[src/rtl/vga_sync_tracker.sv]
// Receive-side VGA sync tracker: rebuilds pixel/line counters from hsync/vsync,
// verifies line, pulse-width and frame timing, and reports lock with active-area coordinates.
module vga_sync_tracker #(
    parameter int H_TOTAL     = 800,
    parameter int H_SYNC      = 96,
    parameter int H_ACT_START = 144,
    parameter int H_ACT_END   = 783,
    parameter int V_TOTAL     = 525,
    parameter int V_ACT_START = 35,
    parameter int V_ACT_END   = 514,
    parameter int LOCK_FRAMES = 2
) (
    input  logic       clk,
    input  logic       rst_n,
    input  logic       pix_ce,
    input  logic       hsync_in,
    input  logic       vsync_in,
    output logic [9:0] h_pos,
    output logic [9:0] v_pos,
    output logic       locked,
    output logic       de,
    output logic [9:0] x,
    output logic [8:0] y,
    output logic       frame_start,
    output logic       sync_err
);
    localparam logic [9:0] H_LAST   = 10'(H_TOTAL - 1);
    localparam logic [9:0] H_LOW    = 10'(H_SYNC);
    localparam logic [9:0] V_LAST   = 10'(V_TOTAL - 1);
    localparam logic [9:0] HA_START = 10'(H_ACT_START);
    localparam logic [9:0] HA_END   = 10'(H_ACT_END);
    localparam logic [9:0] VA_START = 10'(V_ACT_START);
    localparam logic [9:0] VA_END   = 10'(V_ACT_END);
    localparam logic [9:0] CNT_MAX  = 10'd1023;
    localparam logic [3:0] LOCK_N   = 4'(LOCK_FRAMES);

    typedef enum logic [1:0] {SEARCH, VERIFY, LOCKED} state_t;

    state_t     state_reg, state_next;
    logic [2:0] hs_reg, vs_reg;
    logic [9:0] h_reg, h_next, v_reg, v_next, x_reg, x_next, y_diff;
    logic [8:0] y_reg, y_next;
    logic [3:0] good_reg, good_next;
    logic       v_pend_reg, v_pend_next, frame_bad_reg, frame_bad_next;
    logic       first_line_reg, first_line_next, first_frame_reg, first_frame_next;
    logic       de_reg, de_next, fs_reg, err_reg;
    logic       h_fall, h_rise, v_fall, align, line_err, width_err, frame_err;
    logic       chk_err, timeout, frame_ok, enter_search;

    // Two sync stages plus one history stage per input: [1] is current, [2] is previous.
    always_ff @(posedge clk or negedge rst_n) begin
        if (!rst_n) begin
            hs_reg <= '1;
            vs_reg <= '1;
        end else if (pix_ce) begin
            hs_reg <= {hs_reg[1:0], hsync_in};
            vs_reg <= {vs_reg[1:0], vsync_in};
        end
    end

    assign h_fall = hs_reg[2] & ~hs_reg[1];
    assign h_rise = ~hs_reg[2] & hs_reg[1];
    assign v_fall = vs_reg[2] & ~vs_reg[1];
    assign align  = h_fall & (v_pend_reg | v_fall);

    // The rise lands on the first high pixel, whose index must equal the pulse width.
    assign line_err  = h_fall & ~first_line_reg & (h_reg != H_LAST);
    assign width_err = h_rise & ((h_reg + 10'd1) != H_LOW);
    assign frame_err = align & ~first_frame_reg & (v_reg != V_LAST);
    assign chk_err   = line_err | width_err | frame_err;
    assign timeout   = ~h_fall & (h_reg == (CNT_MAX - 10'd1));
    assign frame_ok  = ~(frame_bad_reg | chk_err);

    always_comb begin
        h_next      = h_reg;
        v_next      = v_reg;
        v_pend_next = v_pend_reg | v_fall;
        if (h_fall) begin
            h_next = '0;
            if (align) begin
                v_next      = '0;
                v_pend_next = 1'b0;
            end else if (v_reg != CNT_MAX) begin
                v_next = v_reg + 10'd1;
            end
        end else if (h_reg != CNT_MAX) begin
            h_next = h_reg + 10'd1;
        end
    end

    always_comb begin
        state_next = state_reg;
        good_next  = good_reg;
        if (timeout) begin
            state_next = SEARCH;
        end else begin
            case (state_reg)
                SEARCH: if (align) state_next = VERIFY;
                VERIFY: begin
                    if (align) begin
                        good_next = frame_ok ? good_reg + 4'd1 : 4'd0;
                        if (frame_ok && (good_reg + 4'd1 == LOCK_N)) state_next = LOCKED;
                    end
                end
                LOCKED: if (chk_err) state_next = SEARCH;
                default: state_next = SEARCH;
            endcase
        end
        if (state_next == SEARCH) good_next = '0;
    end

    // Entering SEARCH re-arms the exemptions for the first line and first frame alignment.
    assign enter_search     = (state_next == SEARCH) & ((state_reg != SEARCH) | timeout);
    assign first_line_next  = enter_search | (first_line_reg & ~h_fall);
    assign first_frame_next = enter_search | (first_frame_reg & ~align);
    assign frame_bad_next   = align ? 1'b0 : (frame_bad_reg | chk_err);

    assign de_next = (state_next == LOCKED) &&
                     (h_next >= HA_START) && (h_next <= HA_END) &&
                     (v_next >= VA_START) && (v_next <= VA_END);
    assign y_diff  = v_next - VA_START;
    assign x_next  = de_next ? (h_next - HA_START) : '0;
    assign y_next  = de_next ? y_diff[8:0] : '0;

    always_ff @(posedge clk or negedge rst_n) begin
        if (!rst_n) begin
            state_reg       <= SEARCH;
            good_reg        <= '0;
            h_reg           <= '0;
            v_reg           <= '0;
            v_pend_reg      <= 1'b0;
            frame_bad_reg   <= 1'b0;
            first_line_reg  <= 1'b1;
            first_frame_reg <= 1'b1;
            de_reg          <= 1'b0;
            x_reg           <= '0;
            y_reg           <= '0;
            fs_reg          <= 1'b0;
            err_reg         <= 1'b0;
        end else if (pix_ce) begin
            state_reg       <= state_next;
            good_reg        <= good_next;
            h_reg           <= h_next;
            v_reg           <= v_next;
            v_pend_reg      <= v_pend_next;
            frame_bad_reg   <= frame_bad_next;
            first_line_reg  <= first_line_next;
            first_frame_reg <= first_frame_next;
            de_reg          <= de_next;
            x_reg           <= x_next;
            y_reg           <= y_next;
            fs_reg          <= align;
            err_reg         <= chk_err | timeout;
        end
    end

    assign h_pos       = h_reg;
    assign v_pos       = v_reg;
    assign locked      = (state_reg == LOCKED);
    assign de          = de_reg;
    assign x           = x_reg;
    assign y           = y_reg;
    assign frame_start = fs_reg;
    assign sync_err    = err_reg;

endmodule

[config.mk]
export PLATFORM = sky130hd
export DESIGN_NAME = vga_sync_tracker
export DESIGN_NICKNAME = d
export VERILOG_FILES = /design/src/rtl/vga_sync_tracker.sv
export SDC_FILE = /design/constraint.sdc
export NUM_CORES = 1
export LEC_CHECK = 0
export ABC_AREA = 1
export CAP_MARGIN = 15
export CORE_MARGIN = 1
export CORE_UTILIZATION = 45
export CTS_BUF_LIST = sky130_fd_sc_hd__clkbuf_4 sky130_fd_sc_hd__clkbuf_8 sky130_fd_sc_hd__clkbuf_16
export CTS_CLUSTER_DIAMETER = 60
export DETAILED_ROUTE_END_ITERATION = 10
export DONT_BUFFER_PORTS = 1
export PLACE_DENSITY = 0.69
export SETUP_SLACK_MARGIN = 0.02
export SYNTH_ARGS = -nofsm -noshare
export SYNTH_HDL_FRONTEND = slang
export SYNTH_SLANG_ARGS = --single-unit
[constraint.sdc]
create_clock -name clk -period 2.71 [get_ports clk]
set_input_delay 0.542 -clock clk [delete_from_list [all_inputs] [get_ports clk]]
set_output_delay 0.542 -clock clk [all_outputs]
set_load 0.02 [all_outputs]
==> summary by stage, run 1 <==
Logic synthesis
The share of the Yosys chip area taken by registers is 0.394. Averaged over all synthesized cells, the footprint is 7.27 um2. The top cell type by total area after synthesis is sky130_fd_sc_hd__dfrtp_1. The unique cell type count in the Yosys netlist is 37. For this run, the number of Yosys warnings is 0. For this run, the leading register cell type out of synthesis is sky130_fd_sc_hd__dfrtp_1. Of the post-synthesis cell area, the dominant cell type holds 0.337. The synthesized netlist net count is 526. Counting flops and latches in the post-synthesis netlist gives 58. The gate count after technology mapping is 510.

Sorting the synthesized cells by area gives the leading types as sky130_fd_sc_hd__dfrtp_1, sky130_fd_sc_hd__nand2_1, sky130_fd_sc_hd__dfstp_2. After synthesis, the share of flip-flops with an asynchronous set or reset is 1.00. After synthesis the cells add up to 3710 um2.

The number of enable flip-flop cells after synthesis is 0.

Drt
Wires add up to 9220 um. The via count of the routed design is 3,413. The number of vias per cell after detailed routing is 5.23. The detailed router's first-iteration violation count is 281. The number of optimization iterations in the first detailed-route pass is 6. The routed wirelength normalized by instance count is 14.1 um. The detail route stage leaves a number of antenna-violating nets equal to 0. For this run, design rule violations remaining after detail routing come to 0.

Floorplan
The area of the die is 8610 um2. The site row count is 32. For this design the top-level I/O count stands at 48. The area of the core is 7850 um2. The horizontal die dimension is 92.8 um. For this configuration, the core starts out at a cell density of 0.472. Measured along the y axis, the die boundary spans 92.8 um.

Global route
The global-route total usage across every layer is 0.227. The fraction of met3 tracks used by global routing is 0.0608. After global routing the overflow that remains totals 0. The number of antenna violations at the first check in global routing is 0. Entering global routing, the biggest net connects 58 pins. The first global-routing pass estimated 15,300 um of wire. The number of global-route vias before repair is 3,210.

The layer with the highest usage is met2. The met2 capacity usage during global routing is 0.349. The global-route track usage on met1 is 0.302.

Worst hold path
The class of the most critical hold timing path is input pin to asynchronous set/reset pin.

Timing
The final count of hold timing violations is 0. The number of setup violations in the final report is 0. The max-slew violation total from the final report is 0. The max-slew headroom at the worst pin is 0.652.

After routing, the total negative slack on setup checks comes to 0 ns. Static timing analysis puts the maximum clock frequency at 0.395 GHz. The slew at the pin with the worst max-slew slack is 0.517 ns. The portion of the clock cycle consumed by the worst path in the final layout is 0.933. Across the routed clock network, the largest skew measured is 0.00851 ns. The worst setup slack after layout is 0.180 ns.

The final critical-path required period is 2.53 ns.

Clock tree
The clock-pin slew on the worst setup and hold paths is 0.07 ns. Clock latency on the worst-skew pair, taken at its later pin, is 0.35 ns. The clock drives 58 sinks. The clock tree from TritonCTS is done. The H-tree level count is 3. The tree is rooted in a sky130_fd_sc_hd__clkbuf_8. In this run, CTS created clock tree buffers numbering 9. The buffer levels on the longest clock path is 2.

Worst setup path
The setup slack of the most critical reg-to-reg path is 0.18 ns. The biggest fanout along the worst timing path is 9. The worst setup path is launched from a flip-flop. The type of the setup path with the least slack is flip-flop to flip-flop. The data required time of the worst path is 2.95 ns. The critical path arrival is 2.77 ns. The worst setup path is captured at a flip-flop.

Placed design
At the end of routability-driven placement, the weighted congestion stood at 0.897. The wire-length estimate of the detail-placed layout is 6270 um. Buffers placed on the I/O ports in this run total 0. The pre-CTS setup slack is -0.113 ns.

Status
The flow ran to the end, and the final reports show no timing, DRC or antenna violations.

Cells and area
The filler cells instantiated in the layout total 707. The net count reported at finish is 561. Once layout is complete, the utilization of the core stands at 0.565. The library cells used most frequently in the layout, excluding fill and tap cells, are sky130_fd_sc_hd__nand2_1, sky130_fd_sc_hd__inv_1, sky130_fd_sc_hd__dfrtp_1. The leading cell type in the layout, fill and taps excluded is sky130_fd_sc_hd__nand2_1. The repair_antennas step left the layout with diodes totalling 0. The post-synthesis to final-layout area growth is 19.5%. The fraction of final layout cells with drive strength greater than 1 is 0.218.

Power and ir drop
Dividing total power by cell area gives a power density of 728 nW/um2. The leakage component of the power is 2.22 nW. The worst supply voltage drop on vdd is 0.337 mV.

Run
The count of max-cap constraint violations is 0.
[timing repair]
item | in CTS | in global routing
hold buffers | 1 | 0
pin swaps | 3 | 14
endpoints found under the hold margin | 50 | 0
setup buffers | 5 | 5
setup endpoints to repair | 20 | 24
gates cloned | 1 | 0
resized for setup | 2 | 36
[per-layer routing]
metal | up-vias | share of wire
met4 | 0 | 0.017
met3 | 14 | 0.064
met2 | 96 | 0.45
met5 | - | 0
li1 | 1696 | -
met1 | 1607 | 0.47
[power breakdown]
part           switching (W)  leakage, nW  internal [W]
registers          0.0000967        0.765      0.000991
clock network       0.000382        0.112      0.000544
logic               0.000772         1.34      0.000440
total                0.00125         2.22       0.00197
[worst paths after layout]
check	cells past startpoint	start	to
setup reg to reg	17	hs_reg[2]	x[0]
max in group asynchronous	1	rst_n	y[8]
setup / recovery	17	hs_reg[2]	x[0]
hold / removal	0	rst_n	vs_reg[0]
hold reg to reg	2	hs_reg[0]	hs_reg[0]
min in group clk	1	pix_ce	hs_reg[1]
[cell usage after synthesis, types with 5 or more instances]
cell,n
sky130_fd_sc_hd__a21oi_1,7
sky130_fd_sc_hd__clkbuf_1,7
sky130_fd_sc_hd__dfrtp_1,50
sky130_fd_sc_hd__dfstp_2,8
sky130_fd_sc_hd__ha_1,11
sky130_fd_sc_hd__inv_1,54
sky130_fd_sc_hd__inv_2,5
sky130_fd_sc_hd__nand2_1,178
sky130_fd_sc_hd__nand3_1,37
sky130_fd_sc_hd__nand3_2,10
sky130_fd_sc_hd__nand4_1,16
sky130_fd_sc_hd__nor2_1,39
sky130_fd_sc_hd__o21ai_0,30
sky130_fd_sc_hd__xnor2_1,7
sky130_fd_sc_hd__xor2_1,7
[worst max-delay path, cell delays in order, from the launching register on]
cell	delay (ns)
sky130_fd_sc_hd__dfstp_2	0.56
sky130_fd_sc_hd__inv_2	0.05
sky130_fd_sc_hd__nor2_4	0.14
sky130_fd_sc_hd__inv_2	0.09
sky130_fd_sc_hd__nor2_4	0.16
sky130_fd_sc_hd__inv_2	0.11
sky130_fd_sc_hd__o211ai_1	0.17
sky130_fd_sc_hd__inv_2	0.10
sky130_fd_sc_hd__ha_4	0.18
sky130_fd_sc_hd__nor3_4	0.18
sky130_fd_sc_hd__nand2_1	0.08
sky130_fd_sc_hd__nand2_2	0.09
sky130_fd_sc_hd__nand2_2	0.08
sky130_fd_sc_hd__nand3_4	0.09
sky130_fd_sc_hd__nor2_4	0.06
sky130_fd_sc_hd__buf_6	0.13
sky130_fd_sc_hd__nand2_1	0.07
sky130_fd_sc_hd__nand2_1	0.05
[logic make-up (layout without fill, tap and decap cells)]
kind of cell    count (synthesis)  in the layout  synth area share
mux                             1              1           0.00270
buf+inv                        77            116            0.0874
simple gates                  298            299             0.364
flops                          58             58             0.394
xor+xnor                       14             14            0.0331
fa+ha+maj                      11             11            0.0371
compound gates                 51             51            0.0810
[through the flow]
stage | instances | hold slack [ns] | instance area, um2 | total power [W]
detailed placement | 624 | 0.248 | 3950 | 0.00215
floorplan | 510 | 0.246 | 3710 | 0.00189
finish | 652 | 0.0236 | 4430 | 0.00323
global route | 652 | 0.00909 | 4430 | 0.00342
CTS | 647 | 0.0155 | 4270 | 0.00313
global placement | 624 | 0.249 | 3950 | 0.00214
[layout make-up]
type                    count  area, um2  area share
clock inverters             6       90.1      0.0203
flip-flops and latches     58       1460       0.330
multi-input cells         376       2040       0.460
clock buffers              10        138      0.0311
repair buffers             40        348      0.0785
well taps                 102        128      0.0288
inverters                  60        228      0.0514
Power figures use the tool's default switching activity.
==> run 2, diff against run 1 <==
--- a/config.mk
+++ b/config.mk
@@ -13,6 +13,7 @@
 export CTS_CLUSTER_DIAMETER = 60
 export DETAILED_ROUTE_END_ITERATION = 10
 export DONT_BUFFER_PORTS = 1
+export GPL_TIMING_DRIVEN = 0
 export PLACE_DENSITY = 0.69
 export SETUP_SLACK_MARGIN = 0.02
 export SYNTH_ARGS = -nofsm -noshare
==> run 2 against run 1 <==
Clock power decreased by 17%. Maximum frequency is 5.5% lower. Design area decreased by 0.85%. Non-clock buffer count fell by 5. Register-to-register slack got worse by 0.15 ns. Via count rose by 2.8%. Hold slack better by 0.017 ns.
==> summary by stage, run 2 (synthesized netlist as in run 1, its figures left out) <==
Clock tree
The number of clock buffers added by TritonCTS is 9. The buffer levels on the longest clock path is 2. The H-tree was split into 3 levels. TritonCTS built the clock tree. The CTS root buffer is sky130_fd_sc_hd__clkbuf_8. The clock insertion delay at the later pin of the skew report is 0.34 ns.

The number of clock sinks is 58. The clock-pin slew on the worst setup and hold paths is 0.07 ns.

Placed design
The count of input and output buffers is 0. Routability-driven placement finished with a final weighted congestion of 0.849. Once placement completed, the tool counted placed cells totaling 612. The pre-CTS setup slack is -0.362 ns.

The post-placement cell area is 3830 um2. Detailed placement ended at an HPWL of 6830 um.

Cells and area
The non-filler instance count after layout is 646. The final core area utilization is 0.560. In the layout the commonest cells are sky130_fd_sc_hd__nand2_1, sky130_fd_sc_hd__inv_1, sky130_fd_sc_hd__dfrtp_1. With fillers left out, the area of the finished cells amounts to 4390 um2. The area growth from synthesis to layout is 18.5%. The antenna diode count is 0. The library cell used most frequently in the layout, excluding fill and tap cells, is sky130_fd_sc_hd__nand2_1. The net count reported at finish is 555. The fraction of final layout cells with drive strength greater than 1 is 0.228.

Timing
The slew at the pin with the worst max-slew slack is 0.702 ns. Of the available clock period, the critical path in the final layout requires 0.988. The max-slew violation total from the final report came to 0.

Summed over all failing endpoints, the final setup total negative slack is 0 ns. The max-slew headroom at the worst pin is 0.532. The clock tree skew after final layout is 0.00738 ns. Setup repair after global routing could not meet its margin everywhere. The final critical-path required period is 2.68 ns. The maximum frequency from static timing analysis is 0.373 GHz. The number of setup violations in the final report is 0.

The final count of hold timing violations was 0. After layout, the worst setup slack is 0.0322 ns.

Worst setup path
In this run the critical register-to-register path is launched from v_pos[1]. The count of cell instances traversed by the critical path is 20. The critical path is of the flip-flop to flip-flop type. The data required time of the worst path is 2.95 ns.

STA classifies the critical path endpoint as a flip-flop. The number of cells on the worst reg-to-reg path is 20. The critical path goes through ha_4 > inv_4 > nor2_4 > nand2_2 > nor2_2 > nand2_1 > nand2_2 > nand2_1 > o211ai_1 > inv_1 > ha_4 > nor3_2 > nand2_1 > nand2_2 > nand2_2 > nand3_2 > nor2_4 > buf_8 > nand3_1 > nand2_1.

The delay of the slowest cell on the worst path is 0.51 ns. The category of cells accounting for the largest share of critical-path delay is simple AND/OR/NAND/NOR gates. The cell at the slowest stage of the critical path is sky130_fd_sc_hd__dfrtp_2. The kind of start point of the critical path is a flip-flop.

Across all register-to-register paths, the minimum setup slack is 0.03 ns. Data arrives at the worst endpoint at 2.91 ns. Along the worst path, the maximum fanout reaches 10. The total buffers and inverters traversed by the critical path is 3. The reg-to-reg endpoint is y[2].

Drt
The detailed router's first-iteration violation count is 242. For this block, the via count after detailed routing is 3,509. Summed over all layers, the routed wires come to 10,200 um. The number of optimization iterations in the first detailed-route pass is 5. The remaining antenna violation count is 0. After detailed routing, the average wire length per cell comes to 15.8 um. After detailed routing, the number of remaining DRC violations is 0. The number of vias per cell after detailed routing is 5.43.

Floorplan
48 I/O pins were placed. The area of the die is 8610 um2. The floorplan has 32 rows. In this run the horizontal extent of the chip is 92.8 um.

The die is 92.8 um tall. The core region is 7850 um2. The initial core utilization is 0.472.

Power and ir drop
Summed over all cells, the static leakage comes to 2.15 nW. VDD sags by at most 0.357 mV. For this design the ratio of total power to cell area is 713 nW/um2.

Global route
The maximum number of pins on one net before global-route repair is 51. The first global-routing pass estimated 15,900 um of wire. For this run, the total global-route usage over all layers was measured as 0.239.

The global-route congestion overflow total is 0. The number of global-route vias before repair is 3,266. The number of antenna violations at the first check in global routing was 0.

Status
The flow ran to the end, and the final reports show no timing, DRC or antenna violations.

Run
The tool flagged a number of max-cap violations equal to 0.

Worst hold path
In this run the worst hold path is classified as input pin to asynchronous set/reset pin.
[run 2: cell type report]
type / count / area (um2)
timing repair buffer: 18 / 163
clock buffer: 14 / 180
buffer: 17 / 109
tap: 102 / 128
fill: 724 / 3450
inverter: 60 / 228
clock inverter: 2 / 10.0
multi-input combinational: 375 / 2100
sequential: 58 / 1470
[run 2: per-layer routing]
layer / up-vias / track usage / wire length (um)
met3: 23 / 0.0608 / 665
li1: 1689 / - / -
met1: 1685 / 0.315 / 4460
met4: 0 / 0.108 / 252
met2: 112 / 0.368 / 4820
met5: - / 0 / 0
[run 2: worst max path at each step]
stage / from / to
after global routing: h_pos[1] / y[7]
after floorplan: v_pos[0] / y[4]
after detailed placement: v_pos[0] / x[0]
after CTS: h_pos[1] / x[0]
final: v_pos[1] / y[2]
after global placement: h_pos[1] / x[8]
[run 2: through the flow]
stage | power [W] | hold slack (ns)
floorplan | 0.00189 | 0.246
global placement | 0.00206 | 0.248
detailed placement | 0.00210 | 0.248
CTS | 0.00297 | 0.0297
global route | 0.00331 | 0.0239
finish | 0.00313 | 0.0404
[run 2: power breakdown]
part / internal (W) / switching, W
registers: 0.000999 / 0.000246
logic: 0.000424 / 0.000692
clock network: 0.000425 / 0.000348
[run 2: worst reg2reg max path, stage by stage (launching register included)]
cell,delay [ns]
sky130_fd_sc_hd__dfrtp_2,0.51
sky130_fd_sc_hd__ha_4,0.19
sky130_fd_sc_hd__inv_4,0.04
sky130_fd_sc_hd__nor2_4,0.12
sky130_fd_sc_hd__nand2_2,0.08
sky130_fd_sc_hd__nor2_2,0.10
sky130_fd_sc_hd__nand2_1,0.07
sky130_fd_sc_hd__nand2_2,0.09
sky130_fd_sc_hd__nand2_1,0.07
sky130_fd_sc_hd__o211ai_1,0.14
sky130_fd_sc_hd__inv_1,0.15
sky130_fd_sc_hd__ha_4,0.19
sky130_fd_sc_hd__nor3_2,0.15
sky130_fd_sc_hd__nand2_1,0.10
sky130_fd_sc_hd__nand2_2,0.10
sky130_fd_sc_hd__nand2_2,0.06
sky130_fd_sc_hd__nand3_2,0.09
sky130_fd_sc_hd__nor2_4,0.06
sky130_fd_sc_hd__buf_8,0.15
sky130_fd_sc_hd__nand3_1,0.08
sky130_fd_sc_hd__nand2_1,0.05
[run 2: repair_timing]
| action | in CTS | in global routing |
|---|---|---|
| endpoints found under the hold margin | 50 | 0 |
| setup endpoints to repair | 24 | 24 |
| hold buffers | 1 | 0 |
| setup buffers | 7 | 9 |
| pin swaps | 3 | 14 |
| resized for setup | 16 | 49 |
| gates cloned | 0 | 1 |
==> run 3, diff against run 2 <==
--- a/config.mk
+++ b/config.mk
@@ -14,6 +14,7 @@
 export DETAILED_ROUTE_END_ITERATION = 10
 export DONT_BUFFER_PORTS = 1
 export GPL_TIMING_DRIVEN = 0
+export HOLD_SLACK_MARGIN = 0.15
 export PLACE_DENSITY = 0.69
 export SETUP_SLACK_MARGIN = 0.02
 export SYNTH_ARGS = -nofsm -noshare
==> run 3 against run 2 <==
Sequential share of layout area decreased by 0.076 points. First-iteration DRC count increased by 11%. Utilization rose by 0.13 points. Die area unchanged. Total power is 0.13% higher. Largest power group unchanged. Highest routed layer unchanged. Worst setup slack worse by 0.0066 ns. Sequential cell count unchanged. Maximum frequency down 0.25%. Routed wire length down 0.58%. Non-clock buffer count grew 1. Critical path depth unchanged. Clock-buffer cell count unchanged.
==> summary by stage, run 3 (synthesized netlist as in run 1, its figures left out) <==
Drt
Dividing the detail-routed via count by the number of cells gives 5.36. The routed design has 10,100 um of wire. The remaining antenna violation count is 0. For this run, the detailed router's first-pass iteration total came to 5. The via count of the routed design is 3,465. The detailed router's first-iteration violation count is 268. In the routed design, unresolved DRC markers number 0. The routed wirelength normalized by instance count is 15.7 um.

Run
Max-cap violations in this run came to 0.

Floorplan
Measured along the y axis, the die boundary spans 92.8 um. The site row count is 32. The number of top-level design ports is 48.

The area of the die is 8610 um2. The total area inside the core boundary comes to 7850 um2. The initial core utilization is 0.472. The horizontal die dimension is 92.8 um.

Worst hold path
The class of the most critical hold timing path is input pin to flip-flop. The startpoint identified for the worst hold timing path is hsync_in. The hold path depth is 2. For hold timing, the worst endpoint is hs_reg[0].

Worst setup path
The kind of start point of the critical path is a flip-flop. Data on the critical path arrives at its endpoint at 2.91 ns. Data on the critical path is required at its endpoint by 2.94 ns.

The worst setup path is of the flip-flop to flip-flop kind. The critical path goes through ha_4 > inv_4 > nor2_4 > nand2_2 > nor2_2 > nand2_1 > nand2_2 > nand2_1 > o211ai_1 > inv_1 > ha_4 > nor3_2 > nand2_1 > nand2_2 > nand2_2 > nand3_2 > nor2_4 > buf_8 > nand3_2 > nand2_1. Among all stages on the critical path, the largest delay is contributed by sky130_fd_sc_hd__dfrtp_2.

The kind of capture point of the worst setup path is a flip-flop. The worst register-to-register path has a depth of 20. The launching point of the worst reg2reg path is v_pos[1]. The kind of cell with the highest combined delay along the critical path is simple AND/OR/NAND/NOR gates.

Across all register-to-register paths, the minimum setup slack is 0.03 ns. The count of cell instances traversed by the critical path is 20. The number of buffers and inverters on the critical path is 3.

The reg-to-reg endpoint is y[5]. The largest single stage delay on the critical path is 0.51 ns. The biggest fanout along the worst timing path is 10.

Placed design
Prior to clock tree synthesis, the placed netlist has a worst setup slack of -0.362 ns. Buffers placed on the I/O ports in this run total 0. The post-detailed-placement half-perimeter wirelength is 6830 um. The last weighted congestion value of the routability-driven placer is 0.849.

After detailed placement, the total cell area comes to 3830 um2.

Cells and area
The sequential cells in the finished layout cover a total of 1470 um2. The area growth from synthesis to layout is 18.8%. The area occupied by multi-input gates is 2100 um2. The fraction of final layout cells with drive strength greater than 1 is 0.228.

The number of antenna diodes in the final layout is 0. The filler cell count in the final layout is 723. The net count reported at finish is 556.

The final instance area is 4400 um2. The library cell used most frequently in the layout, excluding fill and tap cells, is sky130_fd_sc_hd__nand2_1. The library cells used most frequently in the layout, excluding fill and tap cells, are sky130_fd_sc_hd__nand2_1, sky130_fd_sc_hd__inv_1, sky130_fd_sc_hd__dfrtp_1. For this run, the share of the core covered by cells in the final layout is 0.561.

Clock tree
In this run, CTS created clock tree buffers numbering 9. Clock-pin slew was measured on the worst setup and hold paths at 0.07 ns. The CTS root buffer is sky130_fd_sc_hd__clkbuf_8. For this design, the sink count on the clock tree is 58.

The clock tree from TritonCTS is done. For the worst-skew pair, the clock arrives at the later sink with an insertion delay of 0.34 ns. The clock passes through at most 2 buffers. The H-tree level count is 3.

Timing
Between clock sinks in the finished design, the worst skew comes to 0.00930 ns. Measured against its own limit, the worst slew margin works out to 0.541. Timing would allow up to 0.373 GHz. The max-slew violation total from the final report came to 0. Of the available clock period, the critical path in the final layout requires 0.991. In the final timing run, aggregate negative setup slack is 0 ns. The final critical-path required period is 2.68 ns. For the pin with the worst max-slew slack, the measured transition is 0.689 ns.

The final count of hold timing violations is 0. The worst setup slack after layout is 0.0257 ns. The number of setup violations in the final report is 0.

Setup repair after global routing could not meet its margin everywhere.

Power and ir drop
The share of power burned in registers is 0.397. Internal power comes to 0.00185 W. Overall power consumption after layout is estimated at 0.00314 W.

The switching part of the total power is 0.411. Of the total power, the clock network draws 0.246. The leakage component of the power is 2.15 nW. The fraction of power consumed by combinational cells is 0.356. The analysis attributes to net switching a power of 0.00129 W. The worst supply voltage drop on vdd is 0.357 mV. The power per cell area is 712 nW/um2.

Status
The run finished with clean final reports.

Global route
The number of antenna violations at the first check in global routing is 0. The first-pass GRT wire length is 15,900 um. The maximum number of pins on one net before global-route repair is 59.

For this run the aggregate overflow at the end of global routing stands at 0. The global-route total usage across every layer is 0.238. The number of global-route vias before repair is 3,252.
-- run 3: per-stage QoR --
step                      hold slack [ns]  std cells
after global placement              0.248        612
after global routing                0.285        647
final                               0.295        647
after detailed placement            0.248        612
after floorplan                     0.246        510
after CTS                           0.281        637
-- run 3: layout make-up --
class | count | share of cell area
Multi-Input combinational cell | 375 | 0.478
Sequential cell | 58 | 0.335
Tap cell | 102 | 0.0290
Clock inverter | 2 | 0.00227
Clock buffer | 14 | 0.0409
Timing Repair Buffer | 19 | 0.0392
Buffer | 17 | 0.0247
Inverter | 60 | 0.0517
-- run 3: worst max path at each step --
| stage | startpoint | endpoint | slack [ns] |
|---|---|---|---|
| detailed placement | v_pos[0] | x[0] | -0.36 |
| finish | v_pos[1] | y[5] | 0.03 |
| global route | h_pos[1] | y[7] | -0.12 |
| CTS | h_pos[1] | x[0] | 0.03 |
| floorplan | v_pos[0] | y[4] | 0.03 |
| global placement | h_pos[1] | x[8] | -0.28 |
-- run 3: worst register-to-register path, cell delays in order (launching register included) --
cell                       delay (ns)
sky130_fd_sc_hd__dfrtp_2         0.51
sky130_fd_sc_hd__ha_4            0.19
sky130_fd_sc_hd__inv_4           0.04
sky130_fd_sc_hd__nor2_4          0.12
sky130_fd_sc_hd__nand2_2         0.08
sky130_fd_sc_hd__nor2_2          0.10
sky130_fd_sc_hd__nand2_1         0.07
sky130_fd_sc_hd__nand2_2         0.09
sky130_fd_sc_hd__nand2_1         0.07
sky130_fd_sc_hd__o211ai_1        0.14
sky130_fd_sc_hd__inv_1           0.16
sky130_fd_sc_hd__ha_4            0.19
sky130_fd_sc_hd__nor3_2          0.15
sky130_fd_sc_hd__nand2_1         0.10
sky130_fd_sc_hd__nand2_2         0.11
sky130_fd_sc_hd__nand2_2         0.06
sky130_fd_sc_hd__nand3_2         0.09
sky130_fd_sc_hd__nor2_4          0.06
sky130_fd_sc_hd__buf_8           0.15
sky130_fd_sc_hd__nand3_2         0.07
sky130_fd_sc_hd__nand2_1         0.06
-- run 3: power by group through the flow --
stage          Clock [W]  Combinational (W)  Sequential [W]
2_1_floorplan          0           0.000699         0.00119
3_3_place_gp           0           0.000835         0.00122
3_5_place_dp           0           0.000865         0.00123
4_1_cts         0.000783           0.000956         0.00123
5_1_grt         0.000821            0.00124         0.00126
6_report        0.000772            0.00112         0.00125
-- run 3: routing by layer --
layer	vias to the layer above	global-route usage	routed length, um
met1	1670	0.316	4460
met2	89	0.365	4800
met4	0	0.108	252
li1	1683	-	-
met3	23	0.0608	631
met5	-	0	0
-- run 3: what timing repair did --
action                                  in CTS  in global routing
endpoints found under the setup margin      24                 24
resized for setup                           16                 49
gates cloned                                 0                  1
hold endpoints to repair                    58                  0
pin swaps                                    3                 14
setup buffers                                7                  9
hold buffers                                 2                  0
